--- src/rtl/delay_line_sequencer.sv ---
// delay_line_sequencer: queues delay commands and drives the 32-tap delay line
// with a setup / trigger-pulse / hold sequence per command.
// Ports:
//   i_clk, i_rst         clock, asynchronous active-high reset
//   i_cmd_valid          command offered; accepted when o_cmd_ready is high
//   o_cmd_ready          command queue not full
//   i_cmd_delay          tap index N (0..31)
//   i_cmd_width          trigger high cycles (0 treated as 1)
//   i_cmd_invert         invert the generated tap pattern
//   i_flush              synchronous abort: empty queue, end active sequence
//   o_trigger            delay line trigger
//   o_data               delay line tap data pattern
//   o_busy               sequence active or queue non-empty
//   o_done               one-cycle pulse per completed sequence
//   o_fire_count         completed sequence count (wraps)
module delay_line_sequencer #(
    parameter int DEPTH   = 4,
    parameter int SETUP   = 2,
    parameter int HOLD    = 4,
    parameter int WIDTH_W = 8
) (
    input  logic               i_clk,
    input  logic               i_rst,
    input  logic               i_cmd_valid,
    output logic               o_cmd_ready,
    input  logic [4:0]         i_cmd_delay,
    input  logic [WIDTH_W-1:0] i_cmd_width,
    input  logic               i_cmd_invert,
    input  logic               i_flush,
    output logic               o_trigger,
    output logic [31:0]        o_data,
    output logic               o_busy,
    output logic               o_done,
    output logic [15:0]        o_fire_count
);
    localparam int AW = $clog2(DEPTH);

    typedef enum logic [2:0] {IDLE, LOAD, FIRE, GAP, DONE} state_t;

    state_t               r_state, w_state_n;
    logic [31:0]          r_cnt, w_cnt_n;
    logic [31:0]          r_data, w_data_n;
    logic [WIDTH_W-1:0]   r_width, w_width_n;
    logic [15:0]          r_fire_count;
    logic [WIDTH_W+5:0]   r_mem [DEPTH];
    logic [AW-1:0]        r_wp, r_rp;
    logic [AW:0]          r_count, w_count_n;
    logic                 r_ready;
    logic                 w_push, w_pop, w_inc;
    logic [4:0]           w_head_delay;
    logic [WIDTH_W-1:0]   w_head_width;
    logic                 w_head_inv;

    assign w_push = i_cmd_valid & r_ready & ~i_flush;
    assign {w_head_inv, w_head_width, w_head_delay} = r_mem[r_rp];
    assign w_count_n = i_flush ? '0 : r_count + (AW+1)'(w_push) - (AW+1)'(w_pop);

    always_comb begin
        w_state_n = r_state;
        w_cnt_n   = r_cnt;
        w_data_n  = r_data;
        w_width_n = r_width;
        w_pop     = 1'b0;
        w_inc     = 1'b0;
        if (i_flush)
            w_state_n = IDLE;
        else
            case (r_state)
                // DONE always lasts one cycle; its exit edge may already pop the
                // next command so back-to-back data updates on the edge after DONE
                IDLE, DONE: begin
                    w_state_n = IDLE;
                    if (|r_count) begin
                        w_pop     = 1'b1;
                        w_state_n = LOAD;
                        w_cnt_n   = SETUP - 1;
                        w_width_n = (w_head_width == '0) ? WIDTH_W'(1) : w_head_width;
                        w_data_n  = (32'hFFFF_FFFF << w_head_delay) ^ {32{w_head_inv}};
                    end
                end
                LOAD: begin
                    w_cnt_n = r_cnt - 1;
                    if (r_cnt == 0) begin
                        w_state_n = FIRE;
                        w_cnt_n   = 32'(r_width) - 1;
                    end
                end
                FIRE: begin
                    w_cnt_n = r_cnt - 1;
                    if (r_cnt == 0) begin
                        w_state_n = GAP;
                        w_cnt_n   = HOLD - 1;
                    end
                end
                GAP: begin
                    w_cnt_n = r_cnt - 1;
                    if (r_cnt == 0) begin
                        w_state_n = DONE;
                        w_inc     = 1'b1;
                    end
                end
                default: w_state_n = IDLE;
            endcase
    end

    always_ff @(posedge i_clk or posedge i_rst) begin
        if (i_rst) begin
            r_state      <= IDLE;
            r_cnt        <= '0;
            r_data       <= '0;
            r_width      <= '0;
            r_fire_count <= '0;
            r_wp         <= '0;
            r_rp         <= '0;
            r_count      <= '0;
            r_ready      <= 1'b1;
        end else begin
            r_state <= w_state_n;
            r_cnt   <= w_cnt_n;
            r_data  <= w_data_n;
            r_width <= w_width_n;
            r_count <= w_count_n;
            r_ready <= w_count_n != (AW+1)'(DEPTH);
            if (w_inc)
                r_fire_count <= r_fire_count + 16'd1;
            if (i_flush) begin
                r_wp <= '0;
                r_rp <= '0;
            end else begin
                if (w_push)
                    r_wp <= r_wp + 1'b1;
                if (w_pop)
                    r_rp <= r_rp + 1'b1;
            end
        end
    end

    always_ff @(posedge i_clk)
        if (w_push)
            r_mem[r_wp] <= {i_cmd_invert, i_cmd_width, i_cmd_delay};

    assign o_cmd_ready  = r_ready;
    assign o_trigger    = r_state == FIRE;
    assign o_done       = r_state == DONE;
    assign o_data       = r_data;
    assign o_busy       = (r_state != IDLE) | (|r_count);
    assign o_fire_count = r_fire_count;
endmodule

--- config.mk ---
export PLATFORM = sky130hd
export DESIGN_NAME = delay_line_sequencer
export DESIGN_NICKNAME = d
export VERILOG_FILES = /design/src/rtl/delay_line_sequencer.sv
export SDC_FILE = /design/constraint.sdc
export NUM_CORES = 1
export LEC_CHECK = 0
export ABC_CLOCK_PERIOD_IN_PS = 6900
export BUFFER_PORTS_ARGS = -buffer_cell sky130_fd_sc_hd__buf_2
export CELL_PAD_IN_SITES_DETAIL_PLACEMENT = 2
export CELL_PAD_IN_SITES_GLOBAL_PLACEMENT = 2
export CORE_MARGIN = 1
export CORE_UTILIZATION = 43
export DETAILED_ROUTE_END_ITERATION = 8
export GPL_ROUTABILITY_DRIVEN = 0
export PLACE_DENSITY_LB_ADDON = 0.05
export SLEW_MARGIN = 20
export SYNTH_ARGS = -nofsm -noshare
export SYNTH_HDL_FRONTEND = slang
export SYNTH_SLANG_ARGS = --single-unit
--- constraint.sdc ---
create_clock -name i_clk -period 6.9 [get_ports i_clk]
set_clock_uncertainty 0.05 [all_clocks]
set_input_delay 0.69 -clock i_clk [delete_from_list [all_inputs] [get_ports i_clk]]
set_output_delay 0.69 -clock i_clk [all_outputs]
set_load 0.1 [all_outputs]
==> results.cfg <==
[worst_setup_path]
path_common_cell = inv_1
critical_path_depth = 12
startpoint_type = flop
cpMaxStageDelayCell = nor3_1
crit_end = o_cmd_ready$_DFF_PP1_
r2r_start = r_state[0]$_DFFE_PP0P_
slowest_delay_ns = 0.74
rr_worst_depth = 12
crit_path_cell_trace = nor3_1, nand2b_2, buf_4, inv_1, ha_1, inv_1, ha_1, inv_1, fa_1, xnor2_1, nor2_1, nand2_1
startpoint = r_state[0]$_DFFE_PP0P_
reg2reg_to = o_cmd_ready$_DFF_PP1_
critPathRequiredTime_ns = 7.22
cp_data_arrival_time_ns = 4.05
crit_fanout = 64
crit_family = simple AND/OR/NAND/NOR gates
rrSetupSlack_ns = 3.17
crit_type = reg2reg
crit_buf_inv = 4
critPathCaptureType = flop

[grt]
grt_max_degree = 75
grt_use_total_pct = 23.8
grt-ovfl-total = 0
first_global_vias = 6181
grt_pass1_wl_mm = 32.8
antenna_found_initial = 0

[synthesis]
synth_edf_count = 56
synthArstFlopShare_pct = 63.9
syn_inst = 683
syn-cell-area_um2 = 7510
ys_ff_latch = 155
yosys.area_share.simple_pct = 17.0
ys_warn_count = 0
yosysSeqAreaShare_pct = 55.4
synth_mux_area_share_pct = 4.48
avgSynthCellArea_um2 = 11.0
synthDistinctLibCells = 63
synth_top_family_by_area = simple AND/OR/NAND/NOR gates
synth_xor_area_share_pct = 7.11
synth_compound_area_share_pct = 10.9
syn_nets = 711
synth-main-ff-cell = dfrtp_1
synthAdderAreaFrac_pct = 1.90

[hold_path]
hp-class = in2async

[timing]
worst_pin_slew_ns = 1.01
fmax_mhz = 268
slew_viol_final = 0
rsz0062_at_grt = no
tns_ns = 0
period_share_pct = 54.1
period_needed_ns = 3.73
hold_violations = 0
whs_ns = 0.166
layout_setup_ws_ns = 3.17
setup_viol = 0
relSlewSlack_pct = 32.7

[cts]
ctsHoldBuffers = 0
clock_path_buffers = 2
h-tree-depth = 4
cts_buffers = 17
clk_latency_ns = 0.44
clock-root-buffer = clkbuf_16
cts_resized = 0
clk_pin_slew_ns = 0.07
cts_tree = yes
clkSinkCount = 155
post_cts.repair.setup_buffers = 0

[place]
detailedPlacementHpwl_mm = 13.3
dp_cells = 937
port_buffers = 69
dpl_worst_slack_ns = 3.13

[layout]
fill_cells = 1703
area_delta_synth_final_pct = 14.3
final_cell_mix = 98 x dfrtp_1, 89 x nand2_1, 70 x o21ai_0
num_antenna_cells = 0
layout_commonest_cell = dfrtp_1
fin_cells = 969
nNetsFinal = 764
drive_gt1_share_pct = 18.8

[power]
p_int_mw = 2.37
leakage_nw = 3.60
clkPwrFrac_pct = 20.6
power.density_nw_per_um2 = 546
power_switching_mw = 2.31
seqPwrFrac_pct = 30.2
ir_worst_vdd_uv = 261
comb_power_share_pct = 49.2
swShare_pct = 49.4

[run]
drv_cap = 0

[status]
outcome = finished clean

[drt]
first_iter_violations = 213
viasPerCell = 5.63
via_count = 5457
dr.pass1.iters = 5
wl_per_cell_um = 20.2
ant_nets = 0
drc = 0
finalWirelength_mm = 19.6

[floorplan]
core_um2 = 16800
die_w_um = 134
row_count = 47
die_height_um = 134
io_pins = 70
die_area_um2 = 18000
initial_core_util_pct = 44.7
-- power by group through the flow --
stage	clock [mW]	sequential, mW	combinational (mW)
after floorplan	0	1.99	1.25
after global placement	0	1.41	2.22
after detailed placement	0	1.43	2.30
after CTS	0.990	1.42	2.33
after global routing	1.02	1.45	2.50
final	0.966	1.42	2.30
-- cells in the mapped netlist (all sizes together), types with 3 or more instances --
| cell type | count | share of area [%] |
|---|---|---|
| buf | 13 | 1.1 |
| nand3 | 17 | 1.1 |
| xor2 | 20 | 2.3 |
| nor2 | 40 | 2.0 |
| and2 | 10 | 0.83 |
| mux4 | 14 | 4.2 |
| a21oi | 22 | 1.5 |
| edfxtp | 56 | 22 |
| o2bb2ai | 5 | 0.58 |
| or3 | 11 | 0.98 |
| o21ai | 71 | 4.7 |
| and3 | 11 | 0.92 |
| nand4 | 6 | 0.50 |
| o31ai | 3 | 0.30 |
| xnor2 | 41 | 4.8 |
| a31oi | 4 | 0.33 |
| a22oi | 5 | 0.50 |
| inv | 17 | 0.85 |
| o22ai | 3 | 0.25 |
| or2 | 7 | 0.58 |
| nor4 | 11 | 1.5 |
| nor3 | 31 | 2.1 |
| clkbuf | 25 | 1.2 |
| nand2b | 4 | 0.33 |
| o311ai | 3 | 0.35 |
| dfrtp | 98 | 33 |
| ha | 9 | 1.5 |
| nand2 | 90 | 4.5 |
| a22o | 6 | 0.70 |
-- worst register-to-register path: cells and delay by family, from the launching register on --
| family | cells | cell delay, ns |
|---|---|---|
| xor+xnor | 1 | 0.14 |
| fa+ha+maj | 3 | 0.86 |
| flops | 1 | 0.60 |
| buf+inv | 4 | 0.98 |
| simple gates | 4 | 1.03 |
-- worst min-delay path by stage --
stage                                    to                          from  cells past startpoint
2_1_floorplan         r_cnt[25]$_DFFE_PP0P_         r_cnt[25]$_DFFE_PP0P_                      1
5_1_grt        o_fire_count[10]$_DFFE_PP0P_                         i_rst                      2
3_5_place_dp         o_data[19]$_DFFE_PP0P_        o_data[19]$_DFFE_PP0P_                      2
3_3_place_gp   o_fire_count[15]$_DFFE_PP0P_  o_fire_count[15]$_DFFE_PP0P_                      1
6_report       o_fire_count[10]$_DFFE_PP0P_                         i_rst                      2
4_1_cts        o_fire_count[10]$_DFFE_PP0P_                         i_rst                      2
-- area by class of cell --
cell class / count / area (µm²) / share of cell area [%]
sequential: 155 / 4160 / 48.5
multi-input combinational: 473 / 3110 / 36.3
clock buffer: 17 / 425 / 4.96
timing repair buffer: 72 / 372 / 4.33
tap: 220 / 275 / 3.21
clock inverter: 15 / 173 / 2.01
inverter: 17 / 66.3 / 0.772
-- per-stage QoR --
stage          power [mW]  util (%)  area (µm²)
2_1_floorplan        3.24         -        7510
3_3_place_gp         3.64      47.5        7980
3_5_place_dp         3.73      47.5        7980
4_1_cts              4.74      51.0        8580
6_report             4.69      51.0        8580
5_1_grt              4.97      51.0        8580
-- routing by layer --
| layer | vias to the layer above | part of all wire [%] | global-route usage (%) |
|---|---|---|---|
| li1 | 2554 | - | - |
| met1 | 2803 | 44 | 29.4 |
| met2 | 76 | 52 | 41.7 |
| met3 | 24 | 2.2 | 4.23 |
| met4 | 0 | 1.7 | 8.61 |
| met5 | - | 0 | 0 |
-- flip-flops by register name, indices dropped and copies added, names as in the netlist --
register      count
o_cmd_ready       1
o_data           32
o_fire_count     16
r_cnt            32
r_count           3
r_mem            56
r_rp              2
r_state           3
r_width           8
r_wp              2
-- kinds of logic (layout without fill, tap and decap cells) --
group,count (synthesis),in the layout
buf+inv,55,121
xor+xnor,61,61
flops,155,155
simple gates,250,250
fa+ha+maj,11,11
mux,16,16
compound gates,135,135
Power figures use the tool's default switching activity.
